File: config.mk
export PLATFORM = sky130hd
export DESIGN_NAME = uart_rx_fsm
export DESIGN_NICKNAME = d
export VERILOG_FILES = /design/src/rtl/uart_rx_pkg.sv /design/src/rtl/uart_rx_fsm_edge_bit_counter.sv /design/src/rtl/uart_rx_fsm.sv
export SDC_FILE = /design/constraint.sdc
export NUM_CORES = 1
export LEC_CHECK = 0
export CAP_MARGIN = 20
export CORE_MARGIN = 3
export CORE_UTILIZATION = 40
export DETAILED_ROUTE_END_ITERATION = 8
export DONT_BUFFER_PORTS = 1
export GPL_TIMING_DRIVEN = 0
export PLACE_DENSITY_LB_ADDON = 0.15
export SKIP_LAST_GASP = 1
export SYNTH_ARGS = -nofsm -noshare
export SYNTH_HDL_FRONTEND = slang
export SYNTH_SLANG_ARGS = --single-unit
File: constraint.sdc
create_clock -name clk2 -period 2.2 [get_ports clk2]
set_input_delay 0.55 -clock clk2 [delete_from_list [all_inputs] [get_ports clk2]]
set_output_delay 0.55 -clock clk2 [all_outputs]
set_load 0.05 [all_outputs]
File: src/rtl/uart_rx_pkg.sv
`default_nettype none
//=============================================================================
// Module   : uart_rx_pkg
// Brief    : Shared types and default constants for the UART receive control
//            path (FSM state encoding, default frame geometry).
// Revision : 1.0 - initial release
//=============================================================================
package uart_rx_pkg;

   // Default oversampling ratio (clk2 cycles per bit); must be even and >= 4.
   localparam int unsigned DEF_PRESCALE  = 8;
   // Default number of data bits per frame; must be >= 2.
   localparam int unsigned DEF_DATA_BITS = 8;

   typedef enum logic [2:0] {
      IDLE   = 3'd0,
      START  = 3'd1,
      DATA   = 3'd2,
      PARITY = 3'd3,
      STOP   = 3'd4
   } rx_state_e;

endpackage : uart_rx_pkg
`default_nettype wire

File: src/rtl/uart_rx_fsm_edge_bit_counter.sv
`default_nettype none
//=============================================================================
// Module   : edge_bit_counter
// Brief    : Oversample edge counter (0..PRESCALE-1, wrapping) and data-bit
//            counter for the UART receive FSM.
// Ports    : clk2     - oversampling clock
//            rst      - asynchronous active-low reset
//            cnt_en   - advance edge_cnt (and bit_cnt when bit_inc)
//            clr      - synchronous clear of both counters (has priority)
//            bit_inc  - increment bit_cnt together with this edge step
//            edge_cnt - current oversample position within the bit
//            bit_cnt  - index of the data bit currently being received
// Revision : 1.0 - initial release
//=============================================================================
module edge_bit_counter
   import uart_rx_pkg::*;
#(
   parameter int unsigned PRESCALE  = DEF_PRESCALE,
   parameter int unsigned DATA_BITS = DEF_DATA_BITS
) (
   input  logic                         clk2,
   input  logic                         rst,
   input  logic                         cnt_en,
   input  logic                         clr,
   input  logic                         bit_inc,
   output logic [$clog2(PRESCALE)-1:0]  edge_cnt,
   output logic [$clog2(DATA_BITS)-1:0] bit_cnt
);

   localparam int unsigned   EW        = $clog2(PRESCALE);
   localparam int unsigned   BW        = $clog2(DATA_BITS);
   localparam logic [EW-1:0] LAST_EDGE = EW'(PRESCALE - 1);

   logic [EW-1:0] edge_cnt_q, edge_cnt_d;
   logic [BW-1:0] bit_cnt_q,  bit_cnt_d;

   always_comb begin
      edge_cnt_d = edge_cnt_q;
      bit_cnt_d  = bit_cnt_q;
      if (clr) begin
         edge_cnt_d = '0;
         bit_cnt_d  = '0;
      end else if (cnt_en) begin
         edge_cnt_d = (edge_cnt_q == LAST_EDGE) ? '0 : edge_cnt_q + 1'b1;
         if (bit_inc) begin
            bit_cnt_d = bit_cnt_q + 1'b1;
         end
      end
   end

   always_ff @(posedge clk2 or negedge rst) begin
      if (!rst) begin
         edge_cnt_q <= '0;
         bit_cnt_q  <= '0;
      end else begin
         edge_cnt_q <= edge_cnt_d;
         bit_cnt_q  <= bit_cnt_d;
      end
   end

   assign edge_cnt = edge_cnt_q;
   assign bit_cnt  = bit_cnt_q;

endmodule : edge_bit_counter
`default_nettype wire

File: src/rtl/uart_rx_fsm.sv
`default_nettype none
//=============================================================================
// Module   : uart_rx_fsm
// Brief    : UART receive control FSM. Detects the start-bit falling edge,
//            sequences START/DATA/PARITY/STOP, issues one-cycle stage enables
//            and emits a one-cycle frame result pulse.
// Ports    : clk2, rst (async active-low)
//            data_in                     - synchronized RX line, idle high
//            par_en                      - parity present (latched per frame)
//            start_err/par_err/stop_err  - registered checker flags
//            start_chk_en, data_samp_en, deser_en, par_chk_en, stop_chk_en
//                                        - one-cycle stage enables
//            bit_idx                     - data bit index being sampled
//            data_valid/frame_err/parity_err - one-cycle result pulses
// Revision : 1.0 - initial release
//=============================================================================
module uart_rx_fsm
   import uart_rx_pkg::*;
#(
   parameter int unsigned PRESCALE  = DEF_PRESCALE,
   parameter int unsigned DATA_BITS = DEF_DATA_BITS
) (
   input  logic                         clk2,
   input  logic                         rst,
   input  logic                         data_in,
   input  logic                         par_en,
   input  logic                         start_err,
   input  logic                         par_err,
   input  logic                         stop_err,
   output logic                         start_chk_en,
   output logic                         data_samp_en,
   output logic                         deser_en,
   output logic                         par_chk_en,
   output logic                         stop_chk_en,
   output logic [$clog2(DATA_BITS)-1:0] bit_idx,
   output logic                         data_valid,
   output logic                         frame_err,
   output logic                         parity_err
);

   localparam int unsigned   EW        = $clog2(PRESCALE);
   localparam int unsigned   BW        = $clog2(DATA_BITS);
   localparam logic [EW-1:0] LAST_EDGE = EW'(PRESCALE - 1);
   // Enables are registered, so they are decoded one edge before
   // SAMPLE_EDGE (PRESCALE/2-1) and appear while edge_cnt == SAMPLE_EDGE.
   localparam logic [EW-1:0] PRE_SAMPLE = EW'(PRESCALE / 2 - 2);
   localparam logic [BW-1:0] LAST_BIT   = BW'(DATA_BITS - 1);

   rx_state_e     state_q, state_d;
   logic          par_en_q, par_en_d;
   logic          err_p_q, err_p_d;
   logic          start_chk_en_q, start_chk_en_d;
   logic          data_samp_en_q, data_samp_en_d;
   logic          par_chk_en_q, par_chk_en_d;
   logic          stop_chk_en_q, stop_chk_en_d;
   logic          data_valid_q, data_valid_d;
   logic          frame_err_q, frame_err_d;
   logic          parity_err_q, parity_err_d;

   logic [EW-1:0] edge_cnt;
   logic [BW-1:0] bit_cnt;
   logic          cnt_clr, cnt_en, bit_inc;
   logic          at_pre, at_last;

   assign at_pre  = (edge_cnt == PRE_SAMPLE);
   assign at_last = (edge_cnt == LAST_EDGE);

   always_comb begin
      state_d        = state_q;
      par_en_d       = par_en_q;
      err_p_d        = err_p_q;
      start_chk_en_d = 1'b0;
      data_samp_en_d = 1'b0;
      par_chk_en_d   = 1'b0;
      stop_chk_en_d  = 1'b0;
      data_valid_d   = 1'b0;
      frame_err_d    = 1'b0;
      parity_err_d   = 1'b0;
      bit_inc        = 1'b0;

      case (state_q)
         IDLE: begin
            if (!data_in) begin
               state_d  = START;
               par_en_d = par_en;
               err_p_d  = 1'b0;
            end
         end
         START: begin
            start_chk_en_d = at_pre;
            // A failed start check means the low pulse was a glitch:
            // drop back silently.
            if (at_last) begin
               state_d = start_err ? IDLE : DATA;
            end
         end
         DATA: begin
            data_samp_en_d = at_pre;
            if (at_last) begin
               bit_inc = 1'b1;
               if (bit_cnt == LAST_BIT) begin
                  state_d = par_en_q ? PARITY : STOP;
               end
            end
         end
         PARITY: begin
            par_chk_en_d = at_pre;
            if (at_last) begin
               err_p_d = par_err;
               state_d = STOP;
            end
         end
         STOP: begin
            stop_chk_en_d = at_pre;
            if (at_last) begin
               state_d      = IDLE;
               data_valid_d = !stop_err && !err_p_q;
               frame_err_d  = stop_err;
               parity_err_d = err_p_q;
            end
         end
         default: state_d = IDLE;
      endcase

      // Counters sit at zero throughout IDLE, so START always begins at edge 0.
      cnt_clr = (state_q == IDLE) || (state_d == IDLE);
      cnt_en  = (state_q != IDLE);
   end

   edge_bit_counter #(
      .PRESCALE  (PRESCALE),
      .DATA_BITS (DATA_BITS)
   ) u_edge_bit_counter (
      .clk2     (clk2),
      .rst      (rst),
      .cnt_en   (cnt_en),
      .clr      (cnt_clr),
      .bit_inc  (bit_inc),
      .edge_cnt (edge_cnt),
      .bit_cnt  (bit_cnt)
   );

   always_ff @(posedge clk2 or negedge rst) begin
      if (!rst) begin
         state_q        <= IDLE;
         par_en_q       <= 1'b0;
         err_p_q        <= 1'b0;
         start_chk_en_q <= 1'b0;
         data_samp_en_q <= 1'b0;
         par_chk_en_q   <= 1'b0;
         stop_chk_en_q  <= 1'b0;
         data_valid_q   <= 1'b0;
         frame_err_q    <= 1'b0;
         parity_err_q   <= 1'b0;
      end else begin
         state_q        <= state_d;
         par_en_q       <= par_en_d;
         err_p_q        <= err_p_d;
         start_chk_en_q <= start_chk_en_d;
         data_samp_en_q <= data_samp_en_d;
         par_chk_en_q   <= par_chk_en_d;
         stop_chk_en_q  <= stop_chk_en_d;
         data_valid_q   <= data_valid_d;
         frame_err_q    <= frame_err_d;
         parity_err_q   <= parity_err_d;
      end
   end

   assign start_chk_en = start_chk_en_q;
   assign data_samp_en = data_samp_en_q;
   assign deser_en     = data_samp_en_q;
   assign par_chk_en   = par_chk_en_q;
   assign stop_chk_en  = stop_chk_en_q;
   assign bit_idx      = bit_cnt;
   assign data_valid   = data_valid_q;
   assign frame_err    = frame_err_q;
   assign parity_err   = parity_err_q;

endmodule : uart_rx_fsm
`default_nettype wire

==> results by group <==
Drt
  • DR iter-0 viols: 8
  • Met1 WL: 752 um
  • Routed wire length: 1620 um
  • DR vias/cell: 5.41
  • Max Used Layer: met4
  • DRC Markers: 0
  • Drt wl/cell: 14.6 um
  • Routed vias: 600
  • TritonRoute pass-1 iters: 3
  • Final antenna-violating net count: 0
  • Routed wl met2: 726 um
  • Met3 wire len: 131 um

Global routing
  • Gr ovfl total: 0
  • Initial antenna violation count: 0
  • First-pass GRT wire length: 2830 um
  • GRT Util Overall: 14.1%
  • Number of global-route vias before repair: 623
  • Largest net degree at the start of global routing: 19

Floorplan
  • Core Box Area: 2060 sq um
  • Die W: 53.9 um
  • Row cnt: 16
  • Io pins: 18
  • Die area: 2900 sq um
  • Initial core utilization: 44.4%
  • Die H: 53.9 um

Logic synthesis
  • Synth Instances: 80
  • Most common flop cell mapped by yosys: dfrtp_1
  • Sequential fraction of the synthesis area: 49.2%
  • Synth warn: 0
  • Synth cell types: 34
  • Top cells by count, synth: dfrtp_1, nor2_1, ha_1
  • #FFs+latches synth: 18
  • Most frequent cell after synthesis: dfrtp_1
  • Cell area after synthesis: 916 sq um
  • Number of synthesized flops with an enable pin: 0
  • Mean Syn Cell Area: 11.4 sq um
  • Yosys top cell by area: dfrtp_1
  • Asr flop ratio synth: 100%
  • Synth Net Count: 93
  • Top cell type's share of synthesized area: 49.2%
  • Synth top area cells: dfrtp_1, ha_1, nor4b_2

STA
  • Setup TNS: 0 ns
  • Final setup fails: 0
  • Post-Route Skew: 0.00537 ns
  • RSZ-0062 raised after global routing: false
  • Slew @ Worst Pin: 0.795 ns
  • Fmax: 0.568 GHz
  • Max Slew Vio Count: 0
  • Tmin final: 1.76 ns
  • Worst slew margin: 46.8%
  • Final Hold Fails: 0
  • Hold WS: 0.320 ns
  • Period Utilization, post-route: 80.0%

Setup path
  • Worst-case reg-to-reg path depth: 6
  • Delay-heaviest family, CP: flip-flops
  • Crit. path cell count: 1
  • Slowest stage delay, CP: 0.64 ns
  • Worst-path maximum fanout: 2
  • Crit-path slowest cell: dfrtp_1
  • Worst path bufs/invs: 1
  • WP data required: 1.65 ns
  • CP Class: flip-flop to output port
  • CP cell instances: buf_4
  • Endpoint class of the critical path: output port
  • Crit path DAT: 1.21 ns
  • CP Launch Type: flip-flop

Layout
  • Final net count: 99
  • Synth-to-Final Area Change: 7.24%
  • N_diodes: 0
  • Fill count: 194
  • Fraction of layout cells with a size suffix above 1: 19.0%

Power
  • P_int: 0.645 mW
  • Worst vdd rail ir drop: 0.468 mV
  • PwrDens: 1050 nW/um^2
  • Comb pwr share: 36.6%
  • Clock power share: 14.9%
  • Switching Power: 0.390 mW
  • Switching share of power: 37.7%
  • Share of power burned in registers: 48.5%
  • Leakage: 0.460 nW

Clocking
  • Reg clk slew, reported paths: 0.09 ns
  • # H-tree levels: 1
  • Clock sink count: 18
  • Clk Latency, worst-skew pair: 0.29 ns
  • Setup repair bufs after CTS: 0
  • CTS max path bufs: 2
  • TritonCTS clock tree: built
  • Root buffer cell: clkbuf_4
  • Clock buffer count from CTS: 3

Hold path
  • Worst hold path class: input pin to flip-flop
  • Hold depth: 1

Placement
  • Dpl hpwl: 1180 um
  • Gpl congestion: 0.769
  • Number of port buffers: 0

Run status
  • Status: complete, no violations

Flow run
  • Max_cap viols: 0
==> layout by cell type, fill, tap and decap left out, drive strengths merged <==
cell         instances
ha                   6
xnor2                1
nand3                2
nand3b               3
nand2                2
nor3                 2
o311ai               1
a221oi               1
a21oi                2
mux2                 1
nor4                 2
nand4                2
and4bb               1
or3b                 1
nor2                 7
and3                 2
o21ai                2
and2b                1
clkbuf               3
nor3b                3
inv                  1
nor2b                3
nor4bb               1
buf                  6
mux2i                2
nand2b               2
nor4b                2
and2                 1
o21bai               1
dlygate4sd3          1
dfrtp               18
a21o                 1
==> layer usage <==
layer / vias to the layer above / global-route usage [%]
li1: 292 / -
met1: 287 / 18.2
met2: 19 / 20.4
met3: 2 / 7.48
met4: 0 / 3.83
met5: - / 0
==> final cells by class <==
type / instances / area (sq um) / area share [%]
flip-flops and latches: 18 / 450 / 45.9
multi-input cells: 55 / 423 / 43.1
plain buffers: 6 / 38.8 / 3.95
well taps: 27 / 33.8 / 3.44
clock buffers: 3 / 22.5 / 2.29
repair buffers: 1 / 10.0 / 1.02
inverters: 1 / 3.75 / 0.382
==> per-stage QoR <==
stage	setup WS, ns	util, %	instance area (sq um)	total power, mW	instances
2_1_floorplan	0.693	-	916	0.803	80
3_3_place_gp	0.534	46.1	950	0.874	107
3_5_place_dp	0.556	46.1	950	0.882	107
4_1_cts	0.421	47.6	982	1.05	111
5_1_grt	0.367	47.6	982	1.13	111
6_report	0.440	47.6	982	1.03	111
==> power by group through the flow <==
| stage | sequential, mW | clock (mW) | combinational [mW] |
|---|---|---|---|
| 6_report | 0.502 | 0.154 | 0.379 |
| 2_1_floorplan | 0.495 | 0 | 0.307 |
| 4_1_cts | 0.503 | 0.167 | 0.383 |
| 5_1_grt | 0.512 | 0.183 | 0.435 |
| 3_5_place_dp | 0.510 | 0 | 0.372 |
| 3_3_place_gp | 0.507 | 0 | 0.368 |
==> path summary, 6_finish.rpt <==
| check | endpoint | slack (ns) | from |
|---|---|---|---|
| setup / recovery | deser_en | 0.44 | data_samp_en$_DFF_PN0_ |
| hold / removal | data_valid$_DFF_PN0_ | 0.32 | stop_err |
| setup reg to reg | u_edge_bit_counter.bit_cnt[0]$_DFFE_PN0P_ | 0.53 | u_edge_bit_counter.edge_cnt[0]$_DFFE_PN0P_ |
| hold reg to reg | data_valid$_DFF_PN0_ | 0.49 | err_p_q$_DFFE_PN0P_ |
| max in group asynchronous | par_chk_en$_DFF_PN0_ | 0.92 | rst |
| min in group asynchronous | par_en_q$_DFFE_PN0P_ | 0.79 | rst |
==> repair_timing <==
| action | in CTS | in global routing |
|---|---|---|
| setup endpoints to repair | 0 | 0 |
| hold buffers | 1 | 0 |
| endpoints found under the hold margin | 18 | 0 |
| resized for setup | 0 | 0 |
==> cell families (layout without fill, tap and decap cells) <==
logic type / after synthesis / in the layout / share of synthesized area, %
AO/OA/AOI/OAI: 8 / 8 / 6.15
AND/OR/NAND/NOR: 37 / 37 / 27.5
adder cells (fa/ha/maj): 6 / 6 / 8.20
flip-flops: 18 / 18 / 49.2
XOR/XNOR: 1 / 1 / 0.956
buffers and inverters: 7 / 11 / 4.64
multiplexers: 3 / 3 / 3.42
(Power assumes the default switching activity.)
